File: src/rtl/lottery_pkg.sv
// lottery_pkg: shared constants, FSM state encoding, result payload and
// ticket helpers for the lottery ticket arbiter.
package lottery_pkg;

  // Ticket geometry: five BCD digits packed LSB-first.
  localparam int unsigned DIGITS    = 5;
  localparam int unsigned DIGIT_W   = 4;
  localparam int unsigned TICKET_W  = 20;
  localparam int unsigned MAX_DIGIT = 9;
  localparam int unsigned DIG_IDX_W = 3;

  // Prize codes produced by the checker.
  localparam logic [1:0] P0 = 2'd0;
  localparam logic [1:0] P1 = 2'd1;
  localparam logic [1:0] P2 = 2'd2;

  typedef enum logic [2:0] {
    IDLE,
    CLEAR,
    INSERT,
    GAP,
    FINISH,
    WAIT,
    REPORT
  } state_e;

  // Result returned to the owning console.
  typedef struct packed {
    logic [1:0] prize;
    logic       win;
    logic       err;
  } result_t;

  // Extract digit d (0 = first inserted) from a packed ticket.
  function automatic logic [DIGIT_W-1:0] get_digit(
    input logic [TICKET_W-1:0]  t,
    input logic [DIG_IDX_W-1:0] d
  );
    return DIGIT_W'(t >> (32'(d) * DIGIT_W));
  endfunction

  // A ticket is malformed if any digit is not valid BCD.
  function automatic logic ticket_bad(input logic [TICKET_W-1:0] t);
    logic bad;
    bad = 1'b0;
    for (int unsigned i = 0; i < DIGITS; i++) begin
      if (get_digit(t, DIG_IDX_W'(i)) > DIGIT_W'(MAX_DIGIT)) begin
        bad = 1'b1;
      end
    end
    return bad;
  endfunction

endpackage

File: src/rtl/lottery_ticket_arbiter_rr_arbiter.sv
// rr_arbiter: combinational N-way round-robin picker.
// Ports:
//   req_i    - per-console request vector
//   ptr_i    - index with highest priority this round
//   gnt_c    - one-hot grant (all zero when no request)
//   idx_c    - encoded index of the granted console
//   valid_c  - at least one request present
module rr_arbiter #(
  parameter int unsigned N_REQ = 2,
  parameter int unsigned IDX_W = $clog2(N_REQ)
) (
  input  logic [N_REQ-1:0] req_i,
  input  logic [IDX_W-1:0] ptr_i,
  output logic [N_REQ-1:0] gnt_c,
  output logic [IDX_W-1:0] idx_c,
  output logic             valid_c
);

  // Walk from the pointer upward with wrap; the first requester wins.
  always_comb begin
    int unsigned cand;
    gnt_c   = '0;
    idx_c   = '0;
    valid_c = 1'b0;
    cand    = 0;
    for (int unsigned k = 0; k < N_REQ; k++) begin
      cand = (32'(ptr_i) + k) % N_REQ;
      if (!valid_c && req_i[IDX_W'(cand)]) begin
        valid_c              = 1'b1;
        gnt_c[IDX_W'(cand)]  = 1'b1;
        idx_c                = IDX_W'(cand);
      end
    end
  end

endmodule

File: src/rtl/lottery_ticket_arbiter.sv
// lottery_ticket_arbiter: shares one lottery checker between N_REQ consoles.
// A round-robin winner's ticket is latched, validated, replayed digit by
// digit into the checker, and the sampled result is returned with a
// one-cycle done strobe to the owner.
// Ports:
//   clk, reset            - clock, async active-high reset
//   req, ticket           - console requests and packed 20-bit tickets
//   gnt, done             - one-hot owner, one-cycle result strobe
//   prize, win, err, busy - result (qualified by done) and activity flag
//   chk_*                 - checker control (rst/insert/finish/num) and result
module lottery_ticket_arbiter
  import lottery_pkg::*;
#(
  parameter int unsigned N_REQ       = 2,
  parameter int unsigned RESULT_WAIT = 3
) (
  input  logic                      clk,
  input  logic                      reset,
  input  logic [N_REQ-1:0]          req,
  input  logic [TICKET_W*N_REQ-1:0] ticket,
  output logic [N_REQ-1:0]          gnt,
  output logic [N_REQ-1:0]          done,
  output logic [1:0]                prize,
  output logic                      win,
  output logic                      err,
  output logic                      busy,
  output logic                      chk_rst,
  output logic [3:0]                chk_num,
  output logic                      chk_insert,
  output logic                      chk_finish,
  input  logic [1:0]                chk_prize,
  input  logic                      chk_win
);

  localparam int unsigned IDX_W = $clog2(N_REQ);
  localparam int unsigned CNT_W = $clog2(RESULT_WAIT + 1);

  state_e                 state_q, state_d;
  logic [IDX_W-1:0]       ptr_q, ptr_d;
  logic [IDX_W-1:0]       owner_q, owner_d;
  logic [TICKET_W-1:0]    tkt_q, tkt_d;
  logic [DIG_IDX_W-1:0]   dig_q, dig_d;
  logic [CNT_W-1:0]       cnt_q, cnt_d;
  logic [N_REQ-1:0]       gnt_q, gnt_d;
  logic [N_REQ-1:0]       done_q, done_d;
  result_t                res_q, res_d;
  logic                   busy_q, busy_d;
  logic                   chk_rst_q, chk_rst_d;
  logic                   chk_insert_q, chk_insert_d;
  logic                   chk_finish_q, chk_finish_d;
  logic [DIGIT_W-1:0]     chk_num_q, chk_num_d;

  logic [TICKET_W-1:0]    tickets [N_REQ];
  logic [N_REQ-1:0]       arb_gnt_c;
  logic [IDX_W-1:0]       arb_idx_c;
  logic                   arb_valid_c;

  // Unpack the flat ticket bus into per-console words.
  for (genvar i = 0; i < N_REQ; i++) begin : g_tkt
    assign tickets[i] = ticket[TICKET_W*i +: TICKET_W];
  end

  rr_arbiter #(
    .N_REQ (N_REQ),
    .IDX_W (IDX_W)
  ) u_rr (
    .req_i   (req),
    .ptr_i   (ptr_q),
    .gnt_c   (arb_gnt_c),
    .idx_c   (arb_idx_c),
    .valid_c (arb_valid_c)
  );

  // Next-state logic; outputs are decoded from the next state so they
  // register in lock-step with the state they belong to.
  always_comb begin
    state_d      = state_q;
    ptr_d        = ptr_q;
    owner_d      = owner_q;
    tkt_d        = tkt_q;
    dig_d        = dig_q;
    cnt_d        = cnt_q;
    gnt_d        = gnt_q;
    res_d        = res_q;
    done_d       = '0;
    busy_d       = 1'b0;
    chk_rst_d    = 1'b0;
    chk_insert_d = 1'b0;
    chk_finish_d = 1'b0;
    chk_num_d    = '0;

    unique case (state_q)
      IDLE: begin
        if (arb_valid_c) begin
          gnt_d   = arb_gnt_c;
          owner_d = arb_idx_c;
          tkt_d   = tickets[arb_idx_c];
          // Malformed tickets skip the checker entirely.
          if (ticket_bad(tickets[arb_idx_c])) begin
            res_d   = '{prize: P0, win: 1'b0, err: 1'b1};
            state_d = REPORT;
          end else begin
            state_d = CLEAR;
          end
        end
      end
      CLEAR: begin
        dig_d   = '0;
        state_d = INSERT;
      end
      INSERT: begin
        state_d = GAP;
      end
      GAP: begin
        if (dig_q == DIG_IDX_W'(DIGITS - 1)) begin
          state_d = FINISH;
        end else begin
          dig_d   = dig_q + DIG_IDX_W'(1);
          state_d = INSERT;
        end
      end
      FINISH: begin
        cnt_d   = CNT_W'(RESULT_WAIT);
        state_d = WAIT;
      end
      WAIT: begin
        // Result is sampled on the edge that enters REPORT.
        if (cnt_q <= CNT_W'(1)) begin
          res_d   = '{prize: chk_prize, win: chk_win, err: 1'b0};
          state_d = REPORT;
        end else begin
          cnt_d = cnt_q - CNT_W'(1);
        end
      end
      REPORT: begin
        gnt_d   = '0;
        ptr_d   = (owner_q == IDX_W'(N_REQ - 1)) ? '0 : owner_q + IDX_W'(1);
        state_d = IDLE;
      end
      default: begin
        state_d = IDLE;
      end
    endcase

    busy_d       = (state_d != IDLE);
    chk_rst_d    = (state_d == CLEAR);
    chk_insert_d = (state_d == INSERT);
    chk_finish_d = (state_d == FINISH);
    if (state_d == INSERT) begin
      chk_num_d = get_digit(tkt_d, dig_d);
    end
    if (state_d == REPORT) begin
      done_d[owner_d] = 1'b1;
    end
  end

  // State and output registers.
  always_ff @(posedge clk or posedge reset) begin
    if (reset) begin
      state_q      <= IDLE;
      ptr_q        <= '0;
      owner_q      <= '0;
      tkt_q        <= '0;
      dig_q        <= '0;
      cnt_q        <= '0;
      gnt_q        <= '0;
      done_q       <= '0;
      res_q        <= '0;
      busy_q       <= 1'b0;
      chk_rst_q    <= 1'b0;
      chk_insert_q <= 1'b0;
      chk_finish_q <= 1'b0;
      chk_num_q    <= '0;
    end else begin
      state_q      <= state_d;
      ptr_q        <= ptr_d;
      owner_q      <= owner_d;
      tkt_q        <= tkt_d;
      dig_q        <= dig_d;
      cnt_q        <= cnt_d;
      gnt_q        <= gnt_d;
      done_q       <= done_d;
      res_q        <= res_d;
      busy_q       <= busy_d;
      chk_rst_q    <= chk_rst_d;
      chk_insert_q <= chk_insert_d;
      chk_finish_q <= chk_finish_d;
      chk_num_q    <= chk_num_d;
    end
  end

  assign gnt        = gnt_q;
  assign done       = done_q;
  assign prize      = res_q.prize;
  assign win        = res_q.win;
  assign err        = res_q.err;
  assign busy       = busy_q;
  assign chk_rst    = chk_rst_q;
  assign chk_insert = chk_insert_q;
  assign chk_finish = chk_finish_q;
  assign chk_num    = chk_num_q;

endmodule
File: config.mk
export PLATFORM = sky130hd
export DESIGN_NAME = lottery_ticket_arbiter
export DESIGN_NICKNAME = d
export VERILOG_FILES = /design/src/rtl/lottery_pkg.sv /design/src/rtl/lottery_ticket_arbiter_rr_arbiter.sv /design/src/rtl/lottery_ticket_arbiter.sv
export SDC_FILE = /design/constraint.sdc
export NUM_CORES = 1
export LEC_CHECK = 0
export CORE_ASPECT_RATIO = 0.9
export CORE_UTILIZATION = 49
export DETAILED_ROUTE_END_ITERATION = 12
export HOLD_SLACK_MARGIN = 0.08
export PLACE_DENSITY = 0.8
export SYNTH_ARGS = -nofsm -noshare
export SYNTH_HDL_FRONTEND = slang
export SYNTH_SLANG_ARGS = --single-unit
File: constraint.sdc
create_clock -name clk -period 2.8 [get_ports clk]
set_clock_uncertainty 0.2 [all_clocks]
set_input_delay 0.56 -clock clk [delete_from_list [all_inputs] [get_ports clk]]
set_output_delay 0.56 -clock clk [all_outputs]
set_load 0.02 [all_outputs]
; Word level (Yosys, flattened, before mapping)
; Cells that the tools add are included.
; Widths: inputs -> output; s select.
[classes]
n_reduce_logical = 13
n_eq_ne = 15
n_lt_le_gt_ge = 13
n_addsub = 4
mux = 48
n_bitwise = 2
shifts = 1
[ops]
columns = operator, n
row1 = $mux 20, 5
row2 = $mux 1, 21
row3 = $gt 4x4->1 const B, 5
row4 = $shr 20x5->4, 1
row5 = $eq 3x3->1 const B, 6
row6 = $pmux 3 s6, 1
row7 = $mux 4, 4
row8 = $mux 3, 5
row9 = $mux 2, 5
row10 = $eq 3x2->1 const B, 3
row11 = $ne 2x2->1 const B, 4
row12 = $pmux 2 s2, 2
row13 = $pmux 4 s2, 1
row14 = $eq 3x1->1 const B, 2
row15 = $lt 1x2->1 const B, 3
row16 = $pmux 3 s2, 1
row17 = $reduce_bool 2->1, 3
row18 = $logic_and 1x1->1, 4
row19 = $reduce_and 2->1, 2
row20 = $reduce_and 4->1, 1
row21 = $add 3x1->3 const B, 1
row22 = $demux 1 s1, 3
row23 = $ge 1x1->1 const B, 3
row24 = $logic_not 3->1, 1
row25 = 8 further kinds, 9
[word_totals]
word_cells = 112
reg_bits = 46
output_inout_bits = 16

; Depth between registers and ports, before layout
; Gate-level depths: netlist of the first run.
[logic_depth]
ltp_word = 23
mapped_depth = 9
ltp_nobuf = 8

; Hierarchy
; Synthesis of the first run repeated with hierarchy kept, for this count alone.
[unflattened]
cells_unflattened = 243
area_unflattened_um2 = 2346.0
[modules_own_cells]
columns = mod, cells_each, n_inst, area_per_inst_um2
row1 = lottery_ticket_arbiter, 238, 1, 2313.5
row2 = rr_arbiter, 5, 1, 32.5

; Least setup slack after synthesis of the first run
; OpenSTA, ideal clock, no wires.
[synth_path]
path_type = in2reg
startpoint = input port req[1]
endpoint = register chk_num_q[0], in the netlist chk_num[0]
required_ns = 2.450
t_arrival_ns = 1.899
path_stages = 8
setup_ns = 0.150
setup_slack_ns = 0.552
n_path_buf = 4
cell_sequence = buf_6 > or2_1 > buf_6 > and2_4 > buf_6 > buf_12 > nor3_1 > a222oi_1
[synth_via]
elab_chain_len = 23
elab_cells_between_ends = 34
cone_classes = order compare (5) / eq/ne (1) / shift (1) / mux (24) / bitwise (1) / reduce/logical (2)
[synth_lines]
columns = element, line
row1 = start: declaration, lottery_ticket_arbiter.sv:19  ; input logic [N_REQ-1:0] req,
row2 = $mux 1 (implied by the code) (2 in a row), lottery_ticket_arbiter_rr_arbiter.sv:28  ; if (!valid_c && req_i[IDX_W'(cand)]) begin
row3 = $mux 1, lottery_ticket_arbiter_rr_arbiter.sv:28
row4 = $logic_not 1->1, lottery_ticket_arbiter_rr_arbiter.sv:28
row5 = $logic_and 1x1->1, lottery_ticket_arbiter_rr_arbiter.sv:28
row6 = $mux 1, lottery_ticket_arbiter_rr_arbiter.sv:28
row7 = $not 1->2 (implied by the code), "lottery_ticket_arbiter.sv:97, lottery_ticket_arbiter.sv:99"
row8 = $mux 20 (implied by the code) (3 in a row), "lottery_ticket_arbiter.sv:97, lottery_ticket_arbiter.sv:99"
row9 = $gt 4x4->1, lottery_pkg.sv:47  ; if (get_digit(t, DIG_IDX_W'(i)) > DIGIT_W'(MAX_DIGIT)) begin
row10 = $mux 1 (5 in a row), lottery_pkg.sv:47
row11 = $mux 1, lottery_ticket_arbiter.sv:94  ; if (arb_valid_c) begin
row12 = $mux 1, lottery_ticket_arbiter.sv:92  ; unique case (state_q)
row13 = $mux 3, lottery_ticket_arbiter.sv:99  ; if (ticket_bad(tickets[arb_idx_c])) begin
row14 = $mux 3, lottery_ticket_arbiter.sv:94
row15 = $pmux 3 s6, lottery_ticket_arbiter.sv:92
row16 = $eq 3x2->1, lottery_ticket_arbiter.sv:149  ; if (state_d == INSERT) begin
row17 = $mux 4 (*), lottery_ticket_arbiter.sv:149
row18 = named net chk_num_d[0], lottery_ticket_arbiter.sv:51  ; logic [DIGIT_W-1:0] chk_num_q, chk_num_d;
row19 = end signal: assignment, lottery_ticket_arbiter.sv:188  ; chk_num_q <= chk_num_d;
row20 = end: declaration, lottery_ticket_arbiter.sv:51
; Mark *: on every way through the listed nets, which the timed path passes. The rest lies on a longest branch. The select of a mux whose other input is x is not followed.
; A chain may end at the register's enable or synchronous reset.

; Worst setup path in the final report of the first run
[layout_path]
startpoint = input port req[0]
endpoint = register chk_num_q[0], in the netlist chk_num[0]
; Same word-level chain as after synthesis.

==> results of run 1 <==
-- where the power goes --
| part | leakage [nW] | total, W | internal [W] | switching [W] |
|---|---|---|---|---|
| clock | 0.0408 | 0.000425 | 0.000179 | 0.000246 |
| sequential | 0.556 | 0.00115 | 0.000955 | 0.000190 |
| combinational | 0.745 | 0.00156 | 0.000684 | 0.000872 |
-- cells by family after synthesis --
kind of cell	synth area share, %
multiplexers	5.301
AO/OA/AOI/OAI	24.72
AND/OR/NAND/NOR	16.41
buffers and inverters	5.147
adder cells (fa/ha/maj)	1.529
flip-flops	46.89
-- cell usage in the layout (no fill, tap or decap), types with 4 or more instances in the layout --
cell type	n
sky130_fd_sc_hd__clkbuf_8	5
sky130_fd_sc_hd__nand4b_1	4
sky130_fd_sc_hd__inv_1	8
sky130_fd_sc_hd__o221a_2	4
sky130_fd_sc_hd__a31oi_4	6
sky130_fd_sc_hd__nand3_1	13
sky130_fd_sc_hd__clkdlybuf4s50_1	62
sky130_fd_sc_hd__buf_4	8
sky130_fd_sc_hd__nand2_1	34
sky130_fd_sc_hd__mux2i_1	13
sky130_fd_sc_hd__nor2_1	7
sky130_fd_sc_hd__nor3_1	4
sky130_fd_sc_hd__o21ai_0	39
sky130_fd_sc_hd__a21oi_1	18
sky130_fd_sc_hd__dfrtp_1	46
-- critical path, stage by stage --
cell and delay, ps:
sky130_fd_sc_hd__clkdlybuf4s50_1 480, sky130_fd_sc_hd__or2_1 340, sky130_fd_sc_hd__and2_4 290, sky130_fd_sc_hd__nor3_1 510, sky130_fd_sc_hd__a222oi_1 230
-- area by class of cell --
class,count,area [um^2]
flip-flops and latches,46,1151
repair buffers,71,700.7
fillers,385,1594
multi-input cells,179,1177
clock inverters,3,23.77
well taps,65,81.33
inverters,10,37.54
clock buffers,5,68.82
-- state kept, by name, indices dropped and copies added, names as in the netlist, 2 cells and up --
name and flops:
chk_num 4, tkt_q 20, gnt 2, done 2
prize 2, cnt_q 2, dig_q 3, state_q 3
-- path summary, 6_finish.rpt --
kind	start	end	slack [ps]
worst max-delay path	req[0]	chk_num[0]$_DFF_PP0_	350
worst max register to register	dig_q[0]$_DFF_PP0_	chk_num[0]$_DFF_PP0_	510
worst min register to register	owner_q$_DFF_PP0_	ptr_q$_DFFE_PP0P_	280
max in group asynchronous	reset	tkt_q[10]$_DFF_PP0_	1540
worst min-delay path	owner_q$_DFF_PP0_	ptr_q$_DFFE_PP0P_	280
min in group asynchronous	reset	chk_insert$_DFF_PP0_	360
-- stage by stage --
| step | instances | util, % | cell area [um^2] | hold slack [ps] | setup slack, ps |
|---|---|---|---|---|---|
| after floorplan | 247 | - | 2455 | 236.4 | 551.6 |
| after global placement | 371 | 65.11 | 3148 | 255.4 | 237.2 |
| after detailed placement | 371 | 65.11 | 3148 | 267.9 | 105.0 |
| after CTS | 379 | 67.03 | 3241 | 281.6 | 425.5 |
| after global routing | 379 | 67.03 | 3241 | 302.1 | 266.8 |
| final | 379 | 67.03 | 3241 | 280.0 | 346.7 |
-- layer usage --
metal	vias up	part of all wire (%)	GRT usage, %
met5	-	0	0
met4	0	1.3	7.692
met3	7	4.4	4.636
met2	72	51	42.24
met1	1042	43	30.74
li1	1029	-	-
==> qor_table.md, run 1 <==
| Metric | This run |
|---|---|
| Post-Syn Area per Cell | 9.939 um^2 |
| Power density over the cells | 964.5 mW/mm^2 |
| Yosys Warn Count | 0 |
| Final worst-path cycle share | 87.62% |
| First-pass DRT Iterations | 6 |
| Area added between synthesis and finish | 32.01% |
| Time the worst path needs with I/O delays and setup | 2453 ps |
| Kind of start point of the critical path | input port |
| Unrepaired setup endpoints after global routing | false |
| Fraction of registers with async set/reset | 100.0% |
| Largest cells by area after synthesis | sky130_fd_sc_hd__dfrtp_1 47%, sky130_fd_sc_hd__o21ai_0 8.0%, sky130_fd_sc_hd__mux2i_1 5.3% |
| Number of enable flip-flop cells after synthesis | 0 |
| Antenna cell count | 0 |
| Final net count | 363 |
| Grt ovf | 0 |
| Top fanout value on the critical path | 14 |
| Floorplan core area | 0.004835 mm^2 |
| Max Transition Viols Final | 0 |
| Via count of the first global-routing pass | 2,157 |
| Kind of end point of the critical path | flip-flop |
| Starting DRT DRC Count | 91 |
| Netlist Area Pre-Place | 0.002455 mm^2 |
| Residual DRC count | 0 |
| # IOs | 63 |
| Number of antenna violations at the first check in global routing | 0 |
| Largest area contributor in the netlist | sky130_fd_sc_hd__dfrtp_1 |
| GRT Overall Usage | 24.39% |
| Buffer levels on the longest clock path | 2 |
| Total via count after detailed routing | 2,150 |
| Number of clock sinks seen by CTS | 46 |
| Average vias per placed instance | 5.673 |
| Clk Tree Root Cell | sky130_fd_sc_hd__clkbuf_8 |
| Post-synthesis sequential element count | 46 |
| Hold bufs inserted after CTS | 0 |
| Most frequent cells after synthesis | 46 x sky130_fd_sc_hd__dfrtp_1, 39 x sky130_fd_sc_hd__o21ai_0, 34 x sky130_fd_sc_hd__nand2_1 |
| Number of buffers created by CTS | 5 |
| Clock-pin slew on the worst setup and hold paths | 90 ps |
| Latest clock arrival within the worst-skew pair | 310 ps |
| Crit Path Category | input port to flip-flop |
| Final hold viol count | 0 |
| Power, Total | 0.003126 W |
| Share of post-route cells with drive strength above 1 | 10.83% |
| Maximum number of pins on one net before global-route repair | 31 |
| Post-detailed-route count of antenna-violating nets | 0 |
| Count of instances resized after the clock tree is built | 0 |
| CTS tree | done |
| Leak pwr | 1.342 nW |
| Headroom to the max-slew limit | 57.65% |
| Most frequently used cell type in the post-synthesis netlist | sky130_fd_sc_hd__dfrtp_1 |
| Number of max-cap violations | 0 |
| Worst Hold Path Cells | 1 |
| # rows | 24 |
| Maximum operating frequency | 407.6 MHz |
| Fraction of the yosys area taken by sequential cells | 46.89% |
| Setup-failing EPs final | 0 |
| Leading register cell type out of synthesis | sky130_fd_sc_hd__dfrtp_1 |
| Setup Total Neg Slack | 0 ps |
| Vertical die dimension | 69.15 um |
| Mapped Nets | 297 |
| Die ar. | 0.005298 mm^2 |
| GPL Wtd Cong | 0.8255 |
| Share of the synthesized area in the top cell type | 46.89% |
| H-tree lvl count | 2 |
| Post-DP HPWL | 4.601 mm |
| Post-CTS setup buffer count | 0 |
| Buffers added on ports | 62 |
| Number of different library cells in the post-synthesis netlist | 39 |
| Worst supply voltage drop on vdd | 496.9 uV |
| Worst Path Required | 2750 ps |
| Detail-routed net length per standard cell | 15.55 um |
| Data arrival at the endpoint of the critical path | 2400 ps |
| Final wirelength | 5.892 mm |
| Pin slew with the least headroom to its limit | 631.4 ps |
| Chip width | 76.61 um |
| Type of the tightest min-delay check | flip-flop to flip-flop |
| Number of cells on the worst reg-to-reg path | 7 |
| First-pass GRT wire length | 10.03 mm |
| Synthesized netlist cell count | 247 |
| Initial standard-cell utilization of the core | 50.78% |
| Run status | completed |
No activity file was read; power rests on OpenSTA's default activity.
==> run 2: changes to the inputs <==
Settings changed: CELL_PAD_IN_SITES_DETAIL_PLACEMENT from default to 0, CELL_PAD_IN_SITES_GLOBAL_PLACEMENT from default to 1, CORE_UTILIZATION 49 to 37, CTS_CLUSTER_SIZE from default to 28, PLACE_DENSITY 0.8 to default, PLACE_DENSITY_LB_ADDON from default to 0.1.
==> run 2 against run 1 <==
Count of clock-buffer cells in the layout rose by 1. Routed wire length rose by 4.7%. Register-to-register slack improved by 80 ps. Sequential power barely moved.
==> qor_table.md, run 2 (synthesis gave the netlist of run 1 again) <==
| Metric | This run |
|---|---|
| Floorplan core area | 0.006250 mm^2 |
| Post-detailed-route count of antenna-violating nets | 0 |
| Worst supply voltage drop on vdd | 277.6 uV |
| Area added between synthesis and finish | 33.33% |
| Count of instances resized after the clock tree is built | 0 |
| Antenna cell count | 0 |
| Critical path buffer and inverter count | 3 |
| Number of clock sinks seen by CTS | 46 |
| Headroom to the max-slew limit | 55.58% |
| GPL Wtd Cong | 0.8301 |
| Buffers added on ports | 62 |
| Post-DP HPWL | 4.834 mm |
| # IOs | 63 |
| Post-Route Utilization | 52.37% |
| Power density over the cells | 953.2 mW/mm^2 |
| Share of post-route cells with drive strength above 1 | 11.71% |
| Residual DRC count | 0 |
| CTS tree | done |
| Maximum number of pins on one net before global-route repair | 34 |
| Delay-heaviest family, CP | buffers and inverters |
| Worst path setup slack after routing | 498.6 ps |
| Sequential group share of total power | 36.5% |
| Part of the total power dissipated in the clock network | 13.9% |
| Final-layout fill cell count | 587 |
| Total via count after detailed routing | 2,092 |
| Via count of the first global-routing pass | 2,010 |
| Number of max-cap violations | 0 |
| Run status | completed |
| # rows | 27 |
| Worst setup slack after placement | 215.0 ps |
| Combinational Power Share | 49.5% |
| Worst-case register-to-register setup slack | 590 ps |
| Maximum operating frequency | 434.5 MHz |
| Unrepaired setup endpoints after global routing | false |
| Pin slew with the least headroom to its limit | 665.4 ps |
| Critical-path top delay cell | sky130_fd_sc_hd__clkdlybuf4s50_1 |
| Worst Path Required | 2780 ps |
| Crit Path Category | input port to flip-flop |
| Vertical die dimension | 79.28 um |
| Data arrival at the endpoint of the critical path | 2280 ps |
| Grt ovf | 0 |
| Initial standard-cell utilization of the core | 39.28% |
| Post-CTS setup buffer count | 0 |
| Latest clock arrival within the worst-skew pair | 300 ps |
| H-tree lvl count | 2 |
| Commonest non-fill, non-tap cells in the layout | 62 x sky130_fd_sc_hd__clkdlybuf4s50_1, 46 x sky130_fd_sc_hd__dfrtp_1, 39 x sky130_fd_sc_hd__o21ai_0 |
| Detail-routed net length per standard cell | 15.30 um |
| Setup Total Neg Slack | 0 ps |
| Setup-failing EPs final | 0 |
| Number of buffers created by CTS | 5 |
| Kind of end point of the critical path | flip-flop |
| Flip-flop count of the largest register after layout | 20 |
| Buffer levels on the longest clock path | 2 |
| Final wirelength | 6.167 mm |
| First-pass GRT wire length | 10.22 mm |
| Switch share | 40.89% |
| Top fanout value on the critical path | 13 |
| Chain of cells forming the critical path | clkdlybuf4s50_1, buf_4, inv_1, o21ai_0, o22ai_1, nor2_1, or3_1 |
| Final net count | 365 |
| Die ar. | 0.006965 mm^2 |
| Internal power | 0.001844 W |
| Longest individual stage delay on the worst path | 440 ps |
| Time the worst path needs with I/O delays and setup | 2301 ps |
| Starting DRT DRC Count | 99 |
| Top reg by flops | tkt_q |
| GRT Overall Usage | 19.57% |
| Clk Tree Root Cell | sky130_fd_sc_hd__clkbuf_8 |
| Switching pwr | 0.001276 W |
| Kind of start point of the critical path | input port |
| Leak pwr | 1.356 nW |
| Clock-pin slew on the worst setup and hold paths | 90 ps |
| Average vias per placed instance | 5.191 |
| Hold bufs inserted after CTS | 0 |
| Final worst-path cycle share | 82.19% |
| First-pass DRT Iterations | 4 |
| Most common cell after layout, fill and taps aside | sky130_fd_sc_hd__clkdlybuf4s50_1 |
| Number of antenna violations at the first check in global routing | 0 |
| Max Transition Viols Final | 0 |
| Chip width | 87.86 um |
| Type of the tightest min-delay check | flip-flop to flip-flop |
| Final hold viol count | 0 |
==> run 2: changes by cell type in the layout (fill, tap and decap cells not counted), sizes merged <==
cell      change
buf           +2
clkbuf        +1
clkinvlp      -1
==> run 2: final timing paths <==
check | start | endpoint | depth (start not counted)
min in group asynchronous | reset | chk_num[2]$_DFF_PP0_ | 2
setup / recovery | req[1] | state_q[2]$_DFF_PP0_ | 7
hold reg to reg | tkt_q[2]$_DFF_PP0_ | tkt_q[2]$_DFF_PP0_ | 2
setup reg to reg | dig_q[0]$_DFF_PP0_ | chk_num[1]$_DFF_PP0_ | 8
max in group asynchronous | reset | tkt_q[15]$_DFF_PP0_ | 3
hold / removal | tkt_q[2]$_DFF_PP0_ | tkt_q[2]$_DFF_PP0_ | 2
==> run 2: power groups by stage <==
stage / clock network (W) / registers (W) / logic, W
2_1_floorplan: 0 / 0.00118 / 0.00102
3_3_place_gp: 0 / 0.00115 / 0.00153
3_5_place_dp: 0 / 0.00115 / 0.00156
4_1_cts: 0.000444 / 0.00114 / 0.00156
5_1_grt: 0.000470 / 0.00118 / 0.00173
6_report: 0.000435 / 0.00114 / 0.00155
==> run 2: routing by layer <==
layer | GRT usage, % | up-vias | routed length, um
met5 | 0 | - | 0
met3 | 3.222 | 8 | 208
li1 | - | 1034 | -
met4 | 7.049 | 0 | 99
met1 | 29.33 | 993 | 3070
met2 | 27.98 | 57 | 2788
==> run 2: final cells by class <==
class | count | area (um^2) | area share [%]
multi-input cells | 179 | 1177 | 35.97
flip-flops and latches | 46 | 1151 | 35.17
repair buffers | 73 | 703.2 | 21.48
well taps | 87 | 108.9 | 3.326
clock buffers | 6 | 82.58 | 2.523
inverters | 10 | 37.54 | 1.147
clock inverters | 2 | 12.51 | 0.3823
==> run 2: worst register-to-register path, cell delays in order (launching register included) <==
cell	delay, ps
sky130_fd_sc_hd__dfrtp_1	420
sky130_fd_sc_hd__inv_1	80
sky130_fd_sc_hd__ha_1	230
sky130_fd_sc_hd__nand3_1	140
sky130_fd_sc_hd__nand2_1	140
sky130_fd_sc_hd__a21boi_4	260
sky130_fd_sc_hd__inv_2	150
sky130_fd_sc_hd__mux2i_1	150
sky130_fd_sc_hd__a222oi_1	340
==> run 2: per-stage QoR <==
| stage | cell area [um^2] | hold slack [ps] | power, W | std cells |
|---|---|---|---|---|
| finish | 3273 | 286.7 | 0.003120 | 403 |
| global route | 3273 | 303.1 | 0.003383 | 403 |
| CTS | 3273 | 283.1 | 0.003142 | 403 |
| detailed placement | 3178 | 270.4 | 0.002705 | 395 |
| global placement | 3178 | 263.4 | 0.002677 | 395 |
| floorplan | 2455 | 236.4 | 0.002200 | 247 |
==> edit: new RTL, settings of run 1 <==
Set the package constant `TICKET_W` to 10 (it was 20).
--- a/src/rtl/lottery_pkg.sv
+++ b/src/rtl/lottery_pkg.sv
@@ -7,3 +7,3 @@
   localparam int unsigned DIGIT_W   = 4;
-  localparam int unsigned TICKET_W  = 20;
+  localparam int unsigned TICKET_W  = 10;
   localparam int unsigned MAX_DIGIT = 9;
Ports: changed (resized ticket); port bits go from 63 to 43. The function was not compared with the original's and may differ.
==> edit against run 1 <==
Clock power down 11%. Die area down 28%. Worst hold slack better by 0.0028 ns. Via count down 30%. Wire length down 31%. Worst setup slack better by 0.10 ns. Sequential cell count down 10. Total power down 21%. Design area down 29%. Synthesized area down 29%. Maximum frequency up 4.4%. Non-clock buffer count down 25. Critical path type unchanged.
==> edit: results (changes against run 1) <==
[global_routing]
grtUsageTotal = 0.245  ; was 0.244
grt_pass1_wl_mm = 6.80  ; was 10.0 mm
grt_max_degree = 37  ; was 31

[synth]
synth_compound_area_frac = 0.202  ; was 0.247
synth_common_cells = dfrtp_1 (36), nand2_1 (23), o21ai_0 (17), a21oi_1 (9)  ; was dfrtp_1 (46), o21ai_0 (39), nand2_1 (34), a21oi_1 (18)
yosys.cell_types.count = 37  ; was 39
ys_seq_area_frac = 0.517  ; was 0.469
synth_fp_nets = 204  ; was 297
synthMuxAreaShare = 0.0424  ; was 0.0530
synth.area.top_cells = dfrtp_1 (52%), nand2_1 (5.0%), o21ai_0 (4.9%)  ; was dfrtp_1 (47%), o21ai_0 (8.0%), mux2i_1 (5.3%)

[power]
combinationalPower_w = 0.00117  ; was 0.00156 W
leakagePower_nw = 0.986  ; was 1.34 nW
power_switching_w = 0.000987  ; was 0.00131 W
vdd_drop_max_mv = 0.647  ; was 0.497 mV

[clock_network]
clk_latency_ns = 0.29  ; was 0.31 ns
clkSlewWorstSetupHoldPaths_ns = 0.07  ; was 0.09 ns
cts_buffer_depth = 2  ; unchanged

[route]
drt-pass1-iter-count = 4  ; was 6
drt-initial-drc-count = 93  ; was 91
wl_met3_um = 179  ; was 261 um
dr_wl_met2_mm = 1.99  ; was 3.02 mm
vias = 1512  ; was 2150

[finish]
fill_cells = 276  ; was 385
drive_gt1_frac = 0.0946  ; was 0.108
fin_nets = 251  ; was 363
largest_reg_flops = 10  ; was 20

[critical_path]
cp_top_family = compound AO/OA/AOI/OAI gates  ; was simple AND/OR/NAND/NOR gates
slowest_stage = clkdlybuf4s50_1  ; was nor3_1
critPathMaxFanout = 9  ; was 14
critical_path_arrival_ns = 2.30  ; was 2.40 ns
reg2reg_depth = 5  ; was 7
cpPeakStageDelay_ns = 0.54  ; was 0.51 ns

[placed_design]
dp_slack_ns = 0.144  ; was 0.105 ns
postPlaceCellArea_um2 = 2220  ; was 3150 um^2
io_buffers = 42  ; was 62
place.gp.congestion = 0.957  ; was 0.826
dp_hpwl_mm = 3.05  ; was 4.60 mm

[sta]
worst_slew_pin_slew_ns = 0.459  ; was 0.631 ns

[status]
outcome = complete, no violations  ; unchanged

[min_path]
holdPathStages = 2  ; was 1

==> edit: cell count changes in the layout (fill, tap and decap cells not counted), sizes merged, moves of 9 or more <==
| cell | run 1 | this run |
|---|---|---|
| a21oi | 18 | 9 |
| clkdlybuf4s50 | 62 | 42 |
| dfrtp | 46 | 36 |
| nand2 | 34 | 23 |
| nand3 | 13 | 4 |
| o21ai | 39 | 18 |
==> edit: layout make-up <==
cell class	instances	area share
Clock inverter	2	0.00433
Clock buffer	6	0.0358
Tap cell	44	0.0238
Multi-Input combinational cell	124	0.338
Sequential cell	36	0.390
Timing Repair Buffer	46	0.195
Inverter	8	0.0130
==> edit: logic make-up (layout without fill, tap and decap cells) <==
group           after synthesis  count (layout)
fa+ha+maj                     3               3
mux                           7               7
compound gates               54              54
simple gates                 60              60
buf+inv                      14              62
flops                        36              36
==> edit: final timing paths <==
path / startpoint / endpoint / slack (ns)
max in group asynchronous: reset / done[0] / 1.62
worst min-delay path: err / err / 0.28
worst min register to register: err / err / 0.28
min in group asynchronous: reset / dig_q[0] / 0.46
worst max-delay path: req[1] / chk_num[0] / 0.45
worst max register to register: state_q[1] / chk_num[0] / 0.57
==> edit: worst reg2reg max path: cells and delay by family (launching register included) <==
kind / cells / cell delay (ns)
flops: 1 / 0.55
compound gates: 3 / 0.64
simple gates: 2 / 0.70
==> edit: stage by stage <==
stage                     cells  power, W  hold slack (ns)  utilization
final                       266   0.00247            0.283        0.684
after global routing        266   0.00265            0.318        0.684
after CTS                   266   0.00247            0.290        0.684
after detailed placement    258   0.00208            0.272        0.656
after global placement      258   0.00202            0.263        0.656
after floorplan             174   0.00167            0.232            -
==> edit: routing by layer <==
layer / vias to the layer above / track usage
li1: 716 / -
met1: 736 / 0.322
met2: 49 / 0.381
met3: 11 / 0.0659
met4: 0 / 0.111
met5: - / 0
